File: src/rtl/spmm_pkg.sv
// Dimensions and element types shared with the SpMM core.
// lhs_csr_packer and its buffer build their port widths from these values.
package spmm_pkg;
    localparam int N       = 16;
    localparam int W       = 8;
    localparam int LG_N    = $clog2(N);
    localparam int DB_LG_N = 2 * LG_N;
    localparam int NN      = N * N;
    localparam int CNT_W   = DB_LG_N + 1;

    typedef logic [W-1:0]       data_t;
    typedef logic [LG_N-1:0]    idx_t;
    typedef logic [DB_LG_N-1:0] ptr_t;
    typedef logic [CNT_W-1:0]   cnt_t;
endpackage

File: src/rtl/nz_buffer.sv
// Holds one matrix of {col, data} entries.
// N banks of N words let one registered read return a whole N-wide beat.
module nz_buffer
    import spmm_pkg::*;
(
    input  logic                   clock,
    input  logic                   reset,
    input  logic                   wr_en,
    input  ptr_t                   wr_addr,
    input  idx_t                   wr_col,
    input  data_t                  wr_data,
    input  logic                   rd_en,
    input  idx_t                   rd_beat,
    input  cnt_t                   nnz,
    output logic [N-1:0][LG_N-1:0] rd_col,
    output logic [N-1:0][W-1:0]    rd_data
);

    // Entry e lives in bank e%N at word e/N, so beat k is word k of every bank.
    for (genvar gi = 0; gi < N; gi++) begin : g_bank
        logic [LG_N+W-1:0] mem [N];
        logic [LG_N+W-1:0] q_reg;
        cnt_t              lane_idx;

        assign lane_idx = cnt_t'({rd_beat, idx_t'(gi)});

        always_ff @(posedge clock) begin
            if (wr_en && (wr_addr[LG_N-1:0] == idx_t'(gi))) begin
                mem[wr_addr[DB_LG_N-1:LG_N]] <= {wr_col, wr_data};
            end
        end

        // Lanes past the end of the matrix read as zero, hiding stale words.
        always_ff @(posedge clock) begin
            if (reset) begin
                q_reg <= '0;
            end else if (rd_en && (lane_idx < nnz)) begin
                q_reg <= mem[rd_beat];
            end else begin
                q_reg <= '0;
            end
        end

        assign rd_col[gi]  = q_reg[LG_N+W-1:W];
        assign rd_data[gi] = q_reg[W-1:0];
    end

endmodule

File: src/rtl/lhs_csr_packer.sv
// Collects a row-sorted nonzero stream into one matrix, builds per-row end
// pointers, then streams a start beat plus N-wide data beats to SpMM's LHS port.
module lhs_csr_packer
    import spmm_pkg::*;
(
    input  logic                      clock,
    input  logic                      reset,
    input  logic                      nz_valid,
    output logic                      nz_ready,
    input  logic [LG_N-1:0]           nz_row,
    input  logic [LG_N-1:0]           nz_col,
    input  logic [W-1:0]              nz_data,
    input  logic                      nz_last,
    input  logic                      mat_end,
    input  logic                      lhs_ready,
    output logic                      lhs_start,
    output logic [N-1:0][DB_LG_N-1:0] lhs_ptr,
    output logic [N-1:0][LG_N-1:0]    lhs_col,
    output logic [N-1:0][W-1:0]       lhs_data,
    output logic                      lhs_busy,
    output logic                      err
);

    typedef enum logic [1:0] {
        S_COLLECT,
        S_PREFIX,
        S_WAIT,
        S_STREAM
    } state_t;

    state_t                    state_reg;
    logic                      nz_ready_reg;
    logic                      lhs_start_reg;
    logic                      lhs_busy_reg;
    logic                      err_reg;
    logic                      ready_seen_reg;
    cnt_t                      nnz_reg;
    cnt_t                      cum_reg;
    idx_t                      prev_row_reg;
    idx_t                      idx_reg;
    idx_t                      beat_reg;
    cnt_t                      row_cnt_reg [N];
    ptr_t                      ptr_reg [N];
    logic [N-1:0][DB_LG_N-1:0] lhs_ptr_reg;

    logic accept;
    logic drop;
    logic keep;
    logic mat_done;
    logic go;
    logic last_beat_hit;
    logic rd_en;
    idx_t last_beat;
    idx_t rd_beat;
    cnt_t nnz_m1;
    cnt_t cum_next;

    always_comb begin
        accept        = nz_valid && nz_ready_reg;
        drop          = accept && ((nnz_reg == cnt_t'(NN)) || (nz_row < prev_row_reg));
        keep          = accept && !drop;
        // A dropped last entry does not close the matrix; mat_end must follow.
        mat_done      = (keep && nz_last) || (nz_ready_reg && mat_end && !nz_valid);
        nnz_m1        = nnz_reg - cnt_t'(1);
        last_beat     = (nnz_reg == '0) ? '0 : idx_t'(nnz_m1 >> LG_N);
        last_beat_hit = (beat_reg == last_beat);
        go            = (state_reg == S_WAIT) && (ready_seen_reg || lhs_ready);
        rd_en         = go || ((state_reg == S_STREAM) && !last_beat_hit);
        rd_beat       = go ? '0 : beat_reg + idx_t'(1);
        cum_next      = cum_reg + row_cnt_reg[idx_reg];
    end

    always_ff @(posedge clock) begin
        if (reset) begin
            state_reg      <= S_COLLECT;
            nz_ready_reg   <= 1'b0;
            lhs_start_reg  <= 1'b0;
            lhs_busy_reg   <= 1'b0;
            err_reg        <= 1'b0;
            ready_seen_reg <= 1'b0;
            nnz_reg        <= '0;
            cum_reg        <= '0;
            prev_row_reg   <= '0;
            idx_reg        <= '0;
            beat_reg       <= '0;
            for (int r = 0; r < N; r++) begin
                row_cnt_reg[r] <= '0;
                ptr_reg[r]     <= '0;
                lhs_ptr_reg[r] <= '0;
            end
        end else begin
            lhs_start_reg <= 1'b0;
            if (lhs_ready) begin
                ready_seen_reg <= 1'b1;
            end
            if (drop) begin
                err_reg <= 1'b1;
            end
            if (keep) begin
                nnz_reg              <= nnz_reg + cnt_t'(1);
                prev_row_reg         <= nz_row;
                row_cnt_reg[nz_row]  <= row_cnt_reg[nz_row] + cnt_t'(1);
            end

            case (state_reg)
                S_COLLECT: begin
                    nz_ready_reg <= 1'b1;
                    if (mat_done) begin
                        state_reg    <= S_PREFIX;
                        nz_ready_reg <= 1'b0;
                        lhs_busy_reg <= 1'b1;
                        idx_reg      <= '0;
                        cum_reg      <= '0;
                    end
                end

                // One row per cycle; an empty prefix wraps to all-ones.
                S_PREFIX: begin
                    cum_reg          <= cum_next;
                    ptr_reg[idx_reg] <= ptr_t'(cum_next - cnt_t'(1));
                    idx_reg          <= idx_reg + idx_t'(1);
                    if (idx_reg == idx_t'(N - 1)) begin
                        state_reg <= S_WAIT;
                    end
                end

                S_WAIT: begin
                    if (go) begin
                        state_reg      <= S_STREAM;
                        lhs_start_reg  <= 1'b1;
                        ready_seen_reg <= 1'b0;
                        beat_reg       <= '0;
                        for (int r = 0; r < N; r++) begin
                            lhs_ptr_reg[r] <= ptr_reg[r];
                        end
                    end
                end

                S_STREAM: begin
                    if (last_beat_hit) begin
                        state_reg    <= S_COLLECT;
                        nz_ready_reg <= 1'b1;
                        lhs_busy_reg <= 1'b0;
                        nnz_reg      <= '0;
                        cum_reg      <= '0;
                        prev_row_reg <= '0;
                        for (int r = 0; r < N; r++) begin
                            row_cnt_reg[r] <= '0;
                        end
                    end else begin
                        beat_reg <= beat_reg + idx_t'(1);
                    end
                end

                default: state_reg <= S_COLLECT;
            endcase
        end
    end

    nz_buffer u_buf (
        .clock   (clock),
        .reset   (reset),
        .wr_en   (keep),
        .wr_addr (ptr_t'(nnz_reg)),
        .wr_col  (nz_col),
        .wr_data (nz_data),
        .rd_en   (rd_en),
        .rd_beat (rd_beat),
        .nnz     (nnz_reg),
        .rd_col  (lhs_col),
        .rd_data (lhs_data)
    );

    assign nz_ready  = nz_ready_reg;
    assign lhs_start = lhs_start_reg;
    assign lhs_ptr   = lhs_ptr_reg;
    assign lhs_busy  = lhs_busy_reg;
    assign err       = err_reg;

endmodule

File: config.mk
export PLATFORM = sky130hd
export DESIGN_NAME = lhs_csr_packer
export DESIGN_NICKNAME = d
export VERILOG_FILES = /design/src/rtl/spmm_pkg.sv /design/src/rtl/nz_buffer.sv /design/src/rtl/lhs_csr_packer.sv
export SDC_FILE = /design/constraint.sdc
export NUM_CORES = 2
export LEC_CHECK = 0
export CAP_MARGIN = 5
export CORE_MARGIN = 8
export CORE_UTILIZATION = 55
export CTS_BUF_LIST = sky130_fd_sc_hd__clkbuf_4
export DETAILED_ROUTE_END_ITERATION = 8
export PLACE_DENSITY = 0.71
export SYNTH_ARGS = -nofsm -noshare
export SYNTH_HDL_FRONTEND = slang
export SYNTH_HIERARCHICAL = 1
export SYNTH_SLANG_ARGS = --single-unit
File: constraint.sdc
create_clock -name clock -period 10.15 [get_ports clock]
set_input_delay 2.03 -clock clock [delete_from_list [all_inputs] [get_ports clock]]
set_output_delay 2.03 -clock clock [all_outputs]
set_load 0.02 [all_outputs]
==> key figures <==
Setup path
  – R2r setup slk: 4.47 ns
  – Reg2Reg Depth: 7
  – Setup CP Type: input pin to register
  – Element type at the critical path start: input pin
  – CP endpoint kind: register
  – WP data required: between 10 and 15 ns
  – Arr. time, crit path: approximately 7.5 ns
  – Largest fanout on the critical path: 30

Placed design
  – # port buffers: around 350
  – DP Wirelength: slightly above 200,000 um
  – DP Cell Count: roughly 11,000
  – GP Congestion: between 0.8 and 0.9

Global route
  – Grt total ovfl: 0
  – Largest net degree at the start of global routing: around 160
  – M3 GR Usage: 0.0689
  – GR Util All Layers: 0.263
  – Met2 Use GR: 0.414
  – Vias in the first global route: between 70,000 and 80,000
  – Busiest grt layer: met2
  – Antenna violations before repair: 15
  – GR Util met1: 0.361
  – First-pass GRT wire length: between 500,000 and 600,000 um

Timing
  – Clk_skew: 0.174 ns
  – Endpoints failing setup: 0
  – Tmin final: between 6 and 7 ns
  – Unrepaired setup endpoints after global routing: no
  – Fmax: around 160 MHz
  – Tightest hold margin: about 0.45 ns
  – Final worst path period share: 0.634
  – Actual transition at the worst max-transition pin: 1.31 ns
  – Final Hold Fails: 0
  – Pins Over Slew Limit: 0
  – Slew headroom: 0.126
  – Setup TNS: 0 ns

Power and ir drop
  – Switching Share: 0.227
  – Part of the power in the clock network: 0.395
  – Sequential Power Share: 0.544
  – Cell-internal power: 23.7 mW
  – Static leakage: ~50 nW
  – Max IR drop VDD: about 0.00018 V
  – Logic pwr share: 0.061
  – NetSw: 6.98 mW
  – P per Cell Area: 194 nW/um2

Floorplanning
  – Die W: between 500 and 600 um
  – Die height: just over 500 um
  – Area of the die: between 200,000 and 300,000 um2
  – Top Ports: between 300 and 400
  – Initial Util: 0.554
  – Core ar.: roughly 250,000 um2
  – Row count: 184

Finish
  – Commonest cells after routing, fill and taps aside: 3,328 x edfxtp_1, 1,363 x clkbuf_4, 768 x mux4_2, 553 x nor2_1, 359 x dfxtp_1
  – Most common cell after layout, fill and taps aside: edfxtp_1
  – Largest register FFs: approximately 3,000
  – Post-Layout Cell Count: ~12,000
  – Fraction of layout cells with a size suffix above 1: 0.286
  – Fillers: approximately 17,000
  – Area Growth Syn to Fin: 13.7%
  – Final core occ: 0.629
  – Nets: roughly 8,100

Route
  – Routed len/inst: roughly 30 um
  – ANT nets after route: 0
  – Pre-antenna DRT Iters: 7
  – Number of remaining DRC errors: 0
  – DR vias/cell: 6.21
  – Via count: 75,412
  – Initial DRC count: ~9,000
  – Detailed Route WL: between 300,000 and 400,000 um

Clocking
  – Clock buffer depth: 4
  – CTS tree: built
  – Number of H-tree levels: 6
  – Setup bufs post-CTS: 0
  – Clk sinks: 3,688
  – CTS resizes: 0
  – Hold_buf cts: 0
  – Clock transition at path regs: ~0.070 ns
  – Root buf cell: clkbuf_4
  – Total CTS buffers: around 880
  – Clock Latency Late Sink: 1.54 ns

Logic synthesis
  – Post-synth EDFFs: 3,328
  – Mapped Area: about 140,000 um2
  – Post-synthesis sequential area ratio: 0.770
  – Syn Inst Count: roughly 7,000
  – Yosys reg bits: 3,688
  – Ys flop type: edfxtp_1
  – Number of distinct library cells after synthesis: 86
  – Yosys warning count: 6
  – Fraction of registers with async set/reset: 0
  – Avg Inst Size Synth: 19.7 um2
  – Syn nets: ~7,100

Worst hold path
  – Hold Path Class: register to register
  – Hold path cells: 2

Flow run
  – Max Cap Viol: 0

Outcome
  – Status: finished, final reports clean
-- area by class of cell --
cell class,instances,area [um2],share of cell area
Antenna cell,15,37.5,0.000237
Clock buffer,1363,10200,0.0647
Clock inverter,248,1330,0.00840
Inverter,31,116,0.000736
Multi-Input combinational cell,2900,29900,0.189
Sequential cell,3688,107000,0.677
Tap cell,3348,4190,0.0265
Timing Repair Buffer,558,5230,0.0331
-- power by group through the flow --
stage | Combinational (mW) | Clock [mW] | Sequential [mW]
final | 1.88 | 12.1 | 16.7
after global routing | 2.00 | 13.1 | 16.7
after CTS | 1.89 | 12.4 | 16.7
after detailed placement | 1.89 | 0 | 17.0
after global placement | 1.85 | 0 | 17.0
after floorplan | 1.21 | 0 | 17.0
-- metrics by stage --
stage	total power, mW	setup slack [ns]	instance area (um2)
CTS	30.9	4.04	158000
global placement	18.9	2.63	147000
global route	31.8	3.60	158000
finish	30.7	3.72	158000
detailed placement	18.9	2.43	147000
floorplan	18.2	5.03	139000
-- cell families after synthesis --
group	Yosys count	synth area share
xor+xnor	27	0.00210
compound gates	751	0.0351
mux	906	0.137
buf+inv	464	0.0169
simple gates	1187	0.0366
fa+ha+maj	29	0.00266
flops	3688	0.770
-- synthesized netlist by cell type (all sizes together), types with 16 or more instances --
cell	count	area [um2]
edfxtp	3328	99900
mux4	789	17800
nor2	561	2120
nand2	367	1380
dfxtp	360	7210
a21oi	245	1240
buf	219	1430
o22ai	216	1350
clkbuf	214	808
a22oi	169	1280
nor3	123	621
mux2i	104	1040
inv	30	113
nand3	29	158
ha	28	350
a211oi	26	195
o21ai	25	125
nand4	23	225
nor2b	22	138
xnor2	16	174
-- worst paths after layout --
| kind | startpoint | end |
|---|---|---|
| worst max-delay path | nz_row[2] | u_buf/g_bank[3].mem[10][8]$_DFFE_PP_ |
| worst min-delay path | ptr_reg[3][6]$_SDFFCE_PN0P_ | lhs_ptr[30]$_SDFFE_PP0P_ |
| worst max register to register | nnz_reg[5]$_SDFF_PP0_ | u_buf/g_bank[3].mem[10][8]$_DFFE_PP_ |
| worst min register to register | ptr_reg[3][6]$_SDFFCE_PN0P_ | lhs_ptr[30]$_SDFFE_PP0P_ |
-- layer usage --
| metal | up-vias | part of all wire |
|---|---|---|
| li1 | 31298 | - |
| met1 | 38654 | 0.38 |
| met2 | 4791 | 0.48 |
| met3 | 653 | 0.11 |
| met4 | 16 | 0.033 |
| met5 | - | 0.00031 |
-- worst max-delay path, stage by stage --
cell             delay (ns)
clkdlybuf4s50_1        0.73
ha_1                   0.48
o21a_1                 0.12
nor2_1                 0.07
nor4_2                 0.27
buf_4                  0.48
nor3b_2                1.10
nand3_1                0.94
nor2_1                 1.20
(Power assumes the default switching activity.)
